### config.mk
export PLATFORM = sky130hd
export DESIGN_NAME = reg_port_arbiter
export DESIGN_NICKNAME = d
export VERILOG_FILES = /design/src/rtl/reg_port_arbiter_pkg.sv /design/src/rtl/reg_port_arbiter_rr_arb2.sv /design/src/rtl/reg_port_arbiter.sv
export SDC_FILE = /design/constraint.sdc
export NUM_CORES = 1
export LEC_CHECK = 0
export CAP_MARGIN = 20
export CORE_UTILIZATION = 34
export DETAILED_ROUTE_END_ITERATION = 6
export GPL_TIMING_DRIVEN = 0
export PLACE_DENSITY = 0.87
export SLEW_MARGIN = 30
export SYNTH_ARGS = -nofsm -noshare
export SYNTH_HDL_FRONTEND = slang
export SYNTH_HIERARCHICAL = 1
export SYNTH_SLANG_ARGS = --single-unit
### constraint.sdc
create_clock -name clk -period 1.42 [get_ports clk]
set_input_delay 0.213 -clock clk [delete_from_list [all_inputs] [get_ports clk]]
set_output_delay 0.213 -clock clk [all_outputs]
set_load 0.05 [all_outputs]
### src/rtl/reg_port_arbiter_pkg.sv
// Shared definitions for the register-port arbiter: data widths, requester IDs
// and the access sequencer state encoding.
package reg_port_arbiter_pkg;

    localparam int REG_W = 16;
    localparam int SEL_W = 3;

    // Requester identifiers, also used as the response owner tag.
    localparam logic CPU = 1'b0;
    localparam logic DBG = 1'b1;

    typedef enum logic [1:0] {
        ST_IDLE   = 2'd0,
        ST_ACCESS = 2'd1,
        ST_RESP   = 2'd2
    } state_t;

endpackage

### src/rtl/reg_port_arbiter_rr_arb2.sv
// rr_arb2: two-requester grant logic. Round robin between cpu and dbg, or a
// fixed debug-wins priority when DBG_PRIORITY is non-zero. Grants are
// combinational; the fairness pointer advances only when a grant is taken.
module rr_arb2 #(
    parameter int DBG_PRIORITY = 0
) (
    input  logic clk,
    input  logic rst,
    input  logic i_cpu_req,
    input  logic i_dbg_req,
    input  logic i_accept,
    output logic o_cpu_gnt,
    output logic o_dbg_gnt
);

    // 1 = dbg wins the next tie; cleared so the cpu is served first after reset.
    logic r_dbg_next;
    logic w_dbg_wins;

    // Grant decode: a lone requester always wins, a tie goes by mode/pointer.
    always_comb begin
        // NOTE: every combinational output gets a value on every path, so no latch is inferred.
        w_dbg_wins = i_dbg_req && (!i_cpu_req || (DBG_PRIORITY != 0) || r_dbg_next);
        o_dbg_gnt  = w_dbg_wins;
        o_cpu_gnt  = i_cpu_req && !w_dbg_wins;
    end

    // Fairness pointer: whoever was just served yields the next tie.
    always_ff @(posedge clk) begin
        if (rst) begin
            r_dbg_next <= 1'b0;
        end else if (i_accept) begin
            // NOTE: state is updated with non-blocking assignments so every register sees pre-edge values.
            r_dbg_next <= o_cpu_gnt;
        end
    end

endmodule

### src/rtl/reg_port_arbiter.sv
// reg_port_arbiter: shares a single register-file port between a CPU and a
// debug requester. One access is in flight at a time: accept in IDLE, one
// strobe cycle in ACCESS, then the response is held in RESP until its owner
// consumes it.
module reg_port_arbiter
    import reg_port_arbiter_pkg::*;
#(
    parameter int DBG_PRIORITY = 0
) (
    input  logic             clk,
    input  logic             rst,

    input  logic             cpu_req_valid,
    output logic             cpu_req_ready,
    input  logic             cpu_req_write,
    input  logic [SEL_W-1:0] cpu_req_sel,
    input  logic [REG_W-1:0] cpu_req_wdata,
    output logic             cpu_rsp_valid,
    input  logic             cpu_rsp_ready,

    input  logic             dbg_req_valid,
    output logic             dbg_req_ready,
    input  logic             dbg_req_write,
    input  logic [SEL_W-1:0] dbg_req_sel,
    input  logic [REG_W-1:0] dbg_req_wdata,
    output logic             dbg_rsp_valid,
    input  logic             dbg_rsp_ready,

    output logic [REG_W-1:0] rsp_data,

    output logic [SEL_W-1:0] rf_dst_sel,
    output logic [REG_W-1:0] rf_in,
    output logic             rf_in_en,
    output logic             rf_out_en,
    input  logic [REG_W-1:0] rf_out
);

    state_t             r_state;
    logic               r_owner;
    logic [REG_W-1:0]   r_rsp_data;
    logic [SEL_W-1:0]   r_rf_dst_sel;
    logic [REG_W-1:0]   r_rf_in;
    logic               r_rf_in_en;
    logic               r_rf_out_en;

    logic               w_cpu_gnt;
    logic               w_dbg_gnt;
    logic               w_idle;
    logic               w_resp;
    logic               w_accept;
    logic [SEL_W-1:0]   w_sel;
    logic [REG_W-1:0]   w_wdata;
    logic               w_write;
    logic               w_owner_rsp_ready;

    rr_arb2 #(
        .DBG_PRIORITY (DBG_PRIORITY)
    ) u_arb (
        .clk       (clk),
        .rst       (rst),
        .i_cpu_req (cpu_req_valid),
        .i_dbg_req (dbg_req_valid),
        .i_accept  (w_accept),
        .o_cpu_gnt (w_cpu_gnt),
        .o_dbg_gnt (w_dbg_gnt)
    );

    // Handshake decode: ready only in IDLE to the granted requester, response
    // valid only to the owner; both are suppressed while rst is asserted.
    always_comb begin
        w_idle            = (r_state == ST_IDLE) && !rst;
        w_resp            = (r_state == ST_RESP) && !rst;
        cpu_req_ready     = w_idle && w_cpu_gnt;
        dbg_req_ready     = w_idle && w_dbg_gnt;
        w_accept          = cpu_req_ready || dbg_req_ready;
        cpu_rsp_valid     = w_resp && (r_owner == CPU);
        dbg_rsp_valid     = w_resp && (r_owner == DBG);
        w_owner_rsp_ready = (r_owner == DBG) ? dbg_rsp_ready : cpu_rsp_ready;
        w_sel             = w_dbg_gnt ? dbg_req_sel   : cpu_req_sel;
        w_wdata           = w_dbg_gnt ? dbg_req_wdata : cpu_req_wdata;
        w_write           = w_dbg_gnt ? dbg_req_write : cpu_req_write;
    end

    // Access sequencer: latch the granted request, strobe the register file
    // for exactly one cycle, capture the read data and hold it for the owner.
    always_ff @(posedge clk) begin
        if (rst) begin
            // NOTE: all sequencer registers are cleared, not just the state, so an aborted access leaves no stale strobe, select or data on the pins.
            r_state      <= ST_IDLE;
            r_owner      <= CPU;
            r_rsp_data   <= '0;
            r_rf_dst_sel <= '0;
            r_rf_in      <= '0;
            r_rf_in_en   <= 1'b0;
            r_rf_out_en  <= 1'b0;
        end else begin
            // NOTE: strobes default low here and a later assignment in the same block overrides it, which makes them one-cycle pulses.
            r_rf_in_en  <= 1'b0;
            r_rf_out_en <= 1'b0;
            case (r_state)
                ST_IDLE: begin
                    if (w_accept) begin
                        r_owner      <= w_dbg_gnt ? DBG : CPU;
                        r_rf_dst_sel <= w_sel;
                        r_rf_in      <= w_wdata;
                        r_rf_in_en   <= w_write;
                        r_rf_out_en  <= !w_write;
                        r_state      <= ST_ACCESS;
                    end
                end
                ST_ACCESS: begin
                    // Write responses carry zero; reads take the port data now.
                    r_rsp_data <= r_rf_in_en ? '0 : rf_out;
                    r_state    <= ST_RESP;
                end
                ST_RESP: begin
                    if (w_owner_rsp_ready) begin
                        r_state <= ST_IDLE;
                    end
                end
                default: begin
                    r_state <= ST_IDLE;
                end
            endcase
        end
    end

    assign rsp_data   = r_rsp_data;
    assign rf_dst_sel = r_rf_dst_sel;
    assign rf_in      = r_rf_in;
    assign rf_in_en   = r_rf_in_en;
    assign rf_out_en  = r_rf_out_en;

endmodule
==> flow_summary.toml <==
[hold_path]
holdPathEnd = "u_arb/r_dbg_next$_SDFFE_PP0P_"
holdPathStages = 3
hp-class = "in -> reg"
min_from = "rst"

[power_and_ir_drop]
p_total_mw = 3.42
p_per_area_nw_per_um2 = 1050
intPower_mw = 2.33
switchingPower_mw = 1.09
pwr-share-comb = 0.336
pwr-share-clk = 0.281
p_leak_nw = 1.34
swShare = 0.318
irDropWorstVdd_mv = 0.606
pwr-share-seq = 0.384

[worst_setup_path]
critPathKind = "reg -> out"
endpoint_kind = "output pin"
cp_max_fo = 4
required_ps = 1210
cp-start-kind = "flop"
r2r_setup_slack_ps = -30
worstRegToRegCells = 8
crit_arrival_ps = 1270
timing.rr.end = "u_arb/r_dbg_next$_SDFFE_PP0P_"
crit-reg2reg-launch = "u_arb/r_dbg_next$_SDFFE_PP0P_"

[synthesis]
synth.area.mux_share = 0.118
synth_top_area_frac = 0.461
yosysTopAreaCell = "dfxtp_1"
synth_area_leaders = "dfxtp_1 (46%), a211oi_2 (13%), mux2i_1 (12%), a21oi_1 (5.6%), a22o_2 (5.6%)"
syn-instance-count = 154
synth_compound_area_frac = 0.295
synth_cell_types = 28
synth-seq-area-share = 0.461
synth_seq_cells = 41
synth-simple-area-share = 0.0737
ys_warn_count = 6
yosys.area_share.adder = 0
synth_xor_area_frac = 0
synth.cell_area_um2 = 1780
syn_nets = 216
syn_area_per_cell_um2 = 11.6
synth_top_family_by_area = "compound AO/OA/AOI/OAI gates"

[drt]
wl_per_cell_um = 14.1
final_antenna_net_count = 0
detail_route.iter0.violations = 27
viasPerCell = 4.84
drt-total-wl_mm = 4.80
drt_first_pass_iters = 4
drc = 0
num_vias = 1649

[final_layout]
fin_util = 0.664
layout.nets = 335
fin_area_um2 = 3240
stdcell_count = 341
syn_to_final_growth_pct = 82.0
multiInputGateArea_um2 = 981
n_antenna_cell = 0
seqCellArea_um2 = 828
fillers = 404
drive_above_1_share = 0.369

[run_status]
violations = "setup timing"
outcome = "finished, violations left"

[global_route]
grt_pass1_wl_mm = 7.53
grt_max_degree = 13
track_usage = 0.180
grt_overflow = 0
grt_pass1_vias = 1652
antenna_found_initial = 0

[floorplan]
ios = 103
die_y_um = 74.4
initial_core_util = 0.365
rows = 25
dieArea_um2 = 5530
core_um2 = 4880
die_w_um = 74.4

[placement]
placed_area_um2 = 2900
dp_cells = 323
portBuffers = 102
dp_worst_setup_slack_ps = -1130
dp_hpwl_mm = 3.33
place.gp.congestion = 0.732

[clock_tree]
cts_buffer_depth = 2
htreeDepth = 2
cts_tree = "done"
clk_latency_ps = 280
cts.clk_slew.worst_paths_ps = 80
clock_sinks = 41
cts_root_buf = "clkbuf_8"
cts_buffers = 5

[sta]
hold_viol = 0
fin_crit_ps = 1480
worst_pin_slew_ps = 735
skew_ps = 8.30
tns_ps = -103
slew_viol_final = 0
maxSlewHeadroom = 0.510
finalWorstSetupSlack_ps = -60.0
finalSetupViolations = 3
rsz0062_at_grt = "true"
fmax_mhz = 676
whs_ps = 386
post-route-period-util = 1.04

[job]
maxCapViolCount = 0
[how the worst max path moves through the flow]
stage | startpoint | endpoint | cells past startpoint
2_1_floorplan | u_arb/r_dbg_next$_SDFFE_PP0P_ | u_arb/r_dbg_next$_SDFFE_PP0P_ | 8
3_3_place_gp | dbg_req_valid | dbg_req_ready | 6
3_5_place_dp | dbg_req_valid | dbg_req_ready | 6
4_1_cts | u_arb/r_dbg_next$_SDFFE_PP0P_ | dbg_req_ready | 6
5_1_grt | u_arb/r_dbg_next$_SDFFE_PP0P_ | dbg_req_ready | 6
6_report | u_arb/r_dbg_next$_SDFFE_PP0P_ | dbg_req_ready | 6
[logic make-up (layout without fill, tap and decap cells)]
group,after synthesis,count (layout)
AO/OA/AOI/OAI,59,59
buffers and inverters,16,136
flip-flops,41,41
multiplexers,21,21
AND/OR/NAND/NOR,17,17
[worst max-delay path, stage by stage (launching register included)]
cell and delay, ps:
dfxtp_2 340, inv_2 30, a21boi_2 100, buf_4 140, buf_8 90, and2_4 140
buf_8 140
[cells in the mapped netlist, drive strengths merged]
cell type / number
or2: 1
mux2i: 21
a211oi: 19
nand2b: 1
a22o: 16
buf: 11
clkbuf: 3
nor2b: 3
inv: 2
and2: 4
nor3b: 4
a31o: 1
a21oi: 20
and3: 1
dfxtp: 41
nor2: 2
o21bai: 1
a21boi: 2
nor3: 1
[cell usage in the layout (no fill, tap or decap), types with 2 or more instances in the layout]
master / count
clkdlybuf4s50_1: 58
dfxtp_1: 37
dlygate4sd2_1: 28
a211oi_2: 19
mux2i_1: 15
buf_4: 10
a21oi_1: 10
a21oi_2: 10
a22o_2: 10
clkdlybuf4s15_1: 8
clkbuf_8: 7
buf_6: 6
a22o_1: 6
mux2i_2: 5
clkbuf_2: 4
and2_4: 3
buf_8: 3
nor3b_2: 3
clkbuf_4: 3
dfxtp_2: 3
buf_12: 2
clkbuf_1: 2
[power groups by stage]
stage / Clock (mW) / Combinational [mW] / Sequential (mW)
final: 0.959 / 1.15 / 1.31
after global placement: 0 / 1.06 / 1.33
after floorplan: 0 / 0.357 / 1.63
after global routing: 1.03 / 1.21 / 1.32
after CTS: 0.974 / 1.08 / 1.30
after detailed placement: 0 / 1.07 / 1.33
[layout make-up]
type,count,area share
sequential,41,0.255
inverter,2,0.00232
multi-input combinational,97,0.303
tap,67,0.0259
clock buffer,7,0.0266
timing repair buffer,112,0.332
buffer,14,0.0455
clock inverter,1,0.00926
[state kept, by name, summed over array words and instances, names as in the netlist]
name / count
r_owner: 1
r_state: 2
rf_dst_sel: 3
rf_in: 16
rf_in_en: 1
rf_out_en: 1
rsp_data: 16
u_arb/r_dbg_next: 1
[repair_timing]
item	CTS	global route
pin swaps	5	4
gates cloned	1	0
setup buffers	4	5
setup endpoints to repair	74	32
hold buffers	0	0
gates resized for setup	92	48
[layer usage]
layer	wire [um]	vias up	global-route usage
met4	36	0	0.0440
met2	2360	72	0.317
li1	-	811	-
met5	0	-	0
met1	1980	762	0.203
met3	413	4	0.0718
Note: power is estimated with default switching activity, not from simulation.
